==> src/rtl/clkseq_pkg.sv <==
// Shared types and defaults for the emulated-clock sequencer.
// Only the state encoding and the reset-clear length live here.
package clkseq_pkg;

    typedef enum logic [1:0] {
        CLEAR = 2'd0,
        IDLE  = 2'd1,
        HIGH  = 2'd2,
        LOW   = 2'd3
    } state_t;

    localparam int CLRLEN_DEFAULT = 16;

endpackage

==> src/rtl/clkseq_timer.sv <==
// Loadable phase down-counter; a zero load is treated as one so no phase is empty.
// o_tc marks the last cycle of a phase; load takes effect on the next edge. No backpressure.
module clkseq_timer #(
    parameter int            CW     = 12,
    parameter logic [CW-1:0] RSTVAL = '0
) (
    input  logic          i_core_clk,
    input  logic          i_arst_n,
    input  logic          i_load,
    input  logic [CW-1:0] i_load_val,
    output logic          o_tc
);

    logic [CW-1:0] r_cnt;

    // The counter parks at zero between phases so o_tc never re-fires while idle.
    always_ff @(posedge i_core_clk or negedge i_arst_n) begin
        if (!i_arst_n) begin
            r_cnt <= RSTVAL;
        end else if (i_load) begin
            r_cnt <= (i_load_val == '0) ? CW'(1) : i_load_val;
        end else if (r_cnt != '0) begin
            r_cnt <= r_cnt - CW'(1);
        end
    end

    assign o_tc = (r_cnt == CW'(1));

endmodule

==> src/rtl/clock_sequencer.sv <==
// Generates the emulated clock T and the _CLR broadcast from the fast clock U.
// T rises one U edge after run/step is seen in IDLE; step outside IDLE is dropped (no queueing).
module clock_sequencer
    import clkseq_pkg::*;
#(
    parameter int CW     = 12,
    parameter int CLRLEN = CLRLEN_DEFAULT,
    parameter int NCW    = 32
) (
    input  logic           U,
    input  logic           _RESET,
    input  logic           run,
    input  logic           step,
    input  logic [CW-1:0]  hilen,
    input  logic [CW-1:0]  lolen,
    output logic           T,
    output logic           _CLR,
    output logic           busy,
    output logic           done,
    output logic [NCW-1:0] ncycles
);

    state_t         r_state;
    logic           r_t;
    logic           r_clr_n;
    logic           r_busy;
    logic           r_done;
    logic [NCW-1:0] r_ncycles;

    logic           w_load;
    logic [CW-1:0]  w_load_val;
    logic           w_tc;

    // The timer is loaded on the same edge that enters HIGH or LOW, so the
    // phase length is sampled exactly at phase entry.
    always_comb begin
        w_load     = 1'b0;
        w_load_val = hilen;
        case (r_state)
            IDLE: begin
                w_load     = run | step;
                w_load_val = hilen;
            end
            HIGH: begin
                w_load     = w_tc;
                w_load_val = lolen;
            end
            LOW: begin
                w_load     = w_tc & run;
                w_load_val = hilen;
            end
            default: begin
                w_load     = 1'b0;
                w_load_val = hilen;
            end
        endcase
    end

    clkseq_timer #(
        .CW     (CW),
        .RSTVAL (CW'(CLRLEN))
    ) u_timer (
        .i_core_clk (U),
        .i_arst_n   (_RESET),
        .i_load     (w_load),
        .i_load_val (w_load_val),
        .o_tc       (w_tc)
    );

    always_ff @(posedge U or negedge _RESET) begin
        if (!_RESET) begin
            r_state   <= CLEAR;
            r_t       <= 1'b0;
            r_clr_n   <= 1'b0;
            r_busy    <= 1'b1;
            r_done    <= 1'b0;
            r_ncycles <= '0;
        end else begin
            r_done <= 1'b0;
            case (r_state)
                CLEAR: begin
                    if (w_tc) begin
                        r_state <= IDLE;
                        r_clr_n <= 1'b1;
                        r_busy  <= 1'b0;
                    end
                end
                IDLE: begin
                    if (run || step) begin
                        r_state <= HIGH;
                        r_t     <= 1'b1;
                        r_busy  <= 1'b1;
                    end
                end
                HIGH: begin
                    if (w_tc) begin
                        r_state <= LOW;
                        r_t     <= 1'b0;
                    end
                end
                LOW: begin
                    if (w_tc) begin
                        r_done    <= 1'b1;
                        r_ncycles <= r_ncycles + NCW'(1);
                        if (run) begin
                            r_state <= HIGH;
                            r_t     <= 1'b1;
                        end else begin
                            r_state <= IDLE;
                            r_busy  <= 1'b0;
                        end
                    end
                end
                default: begin
                    r_state <= CLEAR;
                    r_t     <= 1'b0;
                    r_clr_n <= 1'b0;
                    r_busy  <= 1'b1;
                end
            endcase
        end
    end

    assign T       = r_t;
    assign _CLR    = r_clr_n;
    assign busy    = r_busy;
    assign done    = r_done;
    assign ncycles = r_ncycles;

endmodule
==> config.mk <==
export PLATFORM = sky130hd
export DESIGN_NAME = clock_sequencer
export DESIGN_NICKNAME = d
export VERILOG_FILES = /design/src/rtl/clkseq_pkg.sv /design/src/rtl/clkseq_timer.sv /design/src/rtl/clock_sequencer.sv
export SDC_FILE = /design/constraint.sdc
export NUM_CORES = 1
export LEC_CHECK = 0
export CAP_MARGIN = 0
export CORE_ASPECT_RATIO = 0.9
export CORE_MARGIN = 4
export CORE_UTILIZATION = 42
export CTS_BUF_LIST = sky130_fd_sc_hd__clkbuf_16
export DETAILED_ROUTE_END_ITERATION = 6
export PLACE_DENSITY = 0.65
export REMOVE_ABC_BUFFERS = 1
export SLEW_MARGIN = 20
export SYNTH_ARGS = -nofsm -noshare
export SYNTH_HDL_FRONTEND = slang
export SYNTH_SLANG_ARGS = --single-unit
==> constraint.sdc <==
create_clock -name U -period 5.54 [get_ports U]
set_clock_uncertainty 0.2 [all_clocks]
set_input_delay 1.108 -clock U [delete_from_list [all_inputs] [get_ports U]]
set_output_delay 1.108 -clock U [all_outputs]
set_load 0.01 [all_outputs]
# After elaboration in Yosys (flattened, before gate mapping)
# Cells that the tools add are included.
# word_totals
ff_bits	50
inputBits	28
word_cells	54
# classes
add_sub_neg	2
n_eq_ne	10
muxes	21
n_bitwise	2
n_reduce_logical	12
# ops
operator	n
2-to-1 mux 12 bit	4
adder 32 x 1 -> 32 bit (second input constant)	1
== test 12 x 1 -> 1 bit (second input constant)	1
zero test 12 bit	1
inequality test 2 bit (second input constant)	6
nonzero test 12 bit	1
subtractor 12 x 1 -> 12 bit (second input constant)	1
2-to-1 mux 2 bit	5
AND reduction 5 bit	2
one-hot mux 1 bit (3 select lines)	3
2-to-1 mux 1 bit	8
one-hot mux 2 bit (4 select lines)	1
nonzero test 3 bit	2
== test 2 bit (second input constant)	2
AND reduction 2 bit	2
AND reduction 4 bit	1
== test 2 x 1 -> 1 bit (second input constant)	1
zero test 2 bit	1
nonzero test 2 bit	1
AND 1 bit	1
logical OR 1 bit	1
bitwise OR 1 bit	1

# Depth between registers and ports, before layout
# logic_depth
depth_word	5
mapped_depth	7

# Hierarchy
# From an unflattened synthesis, not the netlist that was laid out.
# hier_totals
hier_cells	258
hier_area_um2	2785.2
# by_module_without_submodules
module	n_inst	cells_per_inst	area_per_inst_um2	seq_area_each_um2
clock_sequencer	1	172	1980.6	952.2
clkseq_timer	1	86	804.5	301.5

# Worst setup path before layout
# No wires, ideal clock.
# synth_timing
path_type	input -> register
start	in run
end	reg u_timer.r_cnt[4]
arrival_time_ps	1933
t_required_ps	5265
slack_ps	3332
stages	5
path_cell_list	nand2b_1 -> nand3_1 -> o21ai_2 -> buf_4 -> mux2i_1
# synth_via
elab_chain_len	3
elab_cells_between_ends	5
cone_classes	2 x mux; 2 x bitwise; 1 x reduce/logical
# synth_rtl
item	line	text
from (decl)	clock_sequencer.sv:12	input logic run,
AND 1 bit or bitwise OR 1 bit (tied branches)	clock_sequencer.sv:49, clock_sequencer.sv:41	
one-hot mux 1 bit (3 select lines) *	clock_sequencer.sv:39	case (r_state)
2-to-1 mux 12 bit or nonzero test 2 bit (tied branches)	n/a	
to (signal assigned)	clkseq_timer.sv:21	r_cnt <= (i_load_val == '0) ? CW'(1) : i_load_val;
to (signal assigned)	clkseq_timer.sv:23	r_cnt <= r_cnt - CW'(1);
to (decl)	clkseq_timer.sv:14	logic [CW-1:0] r_cnt;
# Mark *: on every way between the ends. The rest lies on a longest branch, timed or not.
# A chain may end at the register's enable or synchronous reset.

# Final worst setup path
# layout_timing
start	in run
end	reg u_timer.r_cnt[0]
# The elaborated chain is that of the path after synthesis.

==> flow_summary.toml <==
[outcome]
status = "completed"

[timing]
tightest_slew_ps = 828
rsz0062_at_grt = "no"
max_slew_margin_pct = 44.8
drv_slew = 0
setup_viol = 0
finalCritPeriodShare_pct = 54.1
hold_viol = 0
max_clock_freq_ghz = 0.334
final.setup.tns_ps = 0
fin_crit_ps = 3000

[worst_setup_path]
max_stage_delay_ps = 660
crit_path_start_kind = "input pin"
cp.required_ps = 5520
crit_fanout = 13
crit_chain = "clkdlybuf4s50_1 > nand2b_1 > nand3_1 > o21ai_2 > mux2_2"
r2r-start = "u_timer.r_cnt[1]"
end_kind = "flip-flop"
crit_type = "input pin to flip-flop"
cp.arrival_ps = 2970
critPathSlowestCell = "o21ai_2"
worstSetupStartpoint = "run"

[yosys]
muxShareOfSynthArea_pct = 10.1
synth.top_cell.area_share_pct = 41.1
synth-edff-count = 0
synthTopCellsByArea = "dfrtp_1 41%, mux2i_1 8.9%, xor2_1 7.5%, nor4_1 3.4%, nand3_1 2.6%"
yosys.area_share.simple_pct = 26.8
syn_area_um2 = 2920
synth_fa_ha_area_share_pct = 1.28
synth_cell_types = 48
synth-seq-area-share_pct = 42.9
synthArstFlopShare_pct = 100
yosysTopAreaCell = "dfrtp_1"
synth-seq-cells = 50
synth_xor_area_share_pct = 9.89
synth_top_family_by_area = "simple AND/OR/NAND/NOR gates"
synth_compound_area_share_pct = 5.22
syn_inst = 283
synth_ff_type = "dfrtp_1"
synth_warnings = 0
synth.avg_cell_area_um2 = 10.3

[cts]
numCtsBuffers = 5
cts.htree.levels = 2
insertion_delay_ps = 290
cts_resized = 0
cts_tree = "yes"
cts.sinks = 50
post_cts.repair.setup_buffers = 0
clkTransAtPathRegs_ps = 60
cts-hold-fix-buffers = 0
cts_root_buf = "clkbuf_16"
max-clock-path-buffers = 2

[detailed_routing]
drtIter0Drc = 144
drt_wl_total_mm = 6.62
drc = 0
drtAntennaViolNets = 0
viasPerCell = 5.41
drt-wirelength-per-cell_um = 15.3
num_vias = 2335
drt-pass1-iter-count = 4

[hold_path]
worstHoldPathType = "flip-flop to flip-flop"
hp-start = "ncycles[31]"

[grt]
grt_max_degree = 51
track_usage_pct = 16.6
grt_pass1_vias = 2279
grt_pass1_wl_mm = 11.0
grt_overflow_total = 0
antenna_found_initial = 0

[layout]
fin_cells = 432
syn2layout_area_growth_pct = 28.0
nNetsFinal = 372
antenna_cells = 0
drive_gt1_share_pct = 8.77

[placed_design]
place.port_buffers = 63
dp_cells = 424
post-dp-hpwl_mm = 4.88
gp_congestion = 0.804

[job]
maxCapViolCount = 0

[power]
power_leakage_uw = 0.00157
peakVddDrop_uv = 117
design_power_total_uw = 690
power_density_nw_per_um2 = 185

[floorplanning]
row_count = 28
design.portCount = 64
fp.dieH_um = 87.1
start_util_pct = 43.9
coreArea_um2 = 6660
die_area_um2 = 8360
die_x_um = 95.9
routing by layer:
metal  vias to the layer above  wire [um]  GRT usage [%]
li1                       1159          -              -
met1                      1127       3290           24.1
met2                        45       3000           25.2
met3                         4        293           4.32
met4                         0         38           3.36
met5                         -          0              0
Yosys cell counts, drive strengths merged, types with 5 or more instances:
master	number
mux2i	26
nand4	11
nor2	10
nand3	15
dfrtp	48
nand2	16
inv	11
buf	11
nor4	17
and3	6
nor3	23
a21oi	5
and4	5
xnor2	8
xor2	25
critical path: cells and delay by family:
kind	cells	cell delay, ps
compound gates	1	660
buf+inv	1	530
simple gates	2	260
mux	1	410
final timing paths:
path,to,slack [ps],cells after the start
setup / recovery,u_timer.r_cnt[0],2540,5
hold / removal,ncycles[31],260,1
setup reg to reg,u_timer.r_cnt[0],2890,6
hold reg to reg,ncycles[31],260,1
max in group asynchronous,u_timer.r_cnt[3],3990,2
min in group asynchronous,ncycles[28],730,2
power breakdown:
group	internal [uW]	switching (uW)
registers	365	0.0000164
logic	19.8	14.7
clock network	163	128
state kept, by name (all words and copies together) (netlist names):
register,count
busy,1
r_state,2
ncycles,32
_CLR,1
u_timer.r_cnt,12
T,1
done,1
layout by cell type, fill, tap and decap left out, types with 3 or more instances in the layout:
cell / Yosys / final
xor2_1: 25 / 25
and3_1: 6 / 6
dfrtp_1: 48 / 48
and4_1: 5 / 5
inv_1: 11 / 11
nor3_2: 7 / 7
nor2_1: 10 / 10
nand4_2: 4 / 4
clkinv_1: 0 / 3
nor3_1: 14 / 14
nand4_1: 7 / 7
clkdlybuf4s50_1: 0 / 62
and2_1: 4 / 4
nand2_1: 16 / 16
clkbuf_16: 0 / 5
mux2_2: 3 / 3
mux2i_1: 26 / 26
a21oi_1: 5 / 5
o21ai_0: 3 / 3
nor4_1: 16 / 16
nand3_1: 15 / 15
xnor2_1: 8 / 8
ha_1: 3 / 3
area by class of cell:
cell class	count	area, um^2
fill	595	2920
timing repair buffer	65	641
tap	90	113
sequential	50	1250
inverter	11	41.3
multi-input combinational	208	1560
clock inverter	3	11.3
clock buffer	5	125
cell families (layout without fill, tap and decap cells):
kind of cell	count (synthesis)	in the layout
simple gates	121	121
mux	29	29
fa+ha+maj	3	3
compound gates	22	22
xor+xnor	33	33
flops	50	50
buf+inv	25	84
stage by stage:
stage | util (%) | cell area (um^2) | setup slack (ps) | hold WS [ps]
4_1_cts | 56.2 | 3740 | 2550 | 269
2_1_floorplan | - | 2850 | 2980 | 283
6_report | 56.2 | 3740 | 2540 | 262
3_3_place_gp | 54.1 | 3600 | 2240 | 245
5_1_grt | 56.2 | 3740 | 2410 | 300
3_5_place_dp | 54.1 | 3600 | 2230 | 249
(Power assumes the default switching activity.)
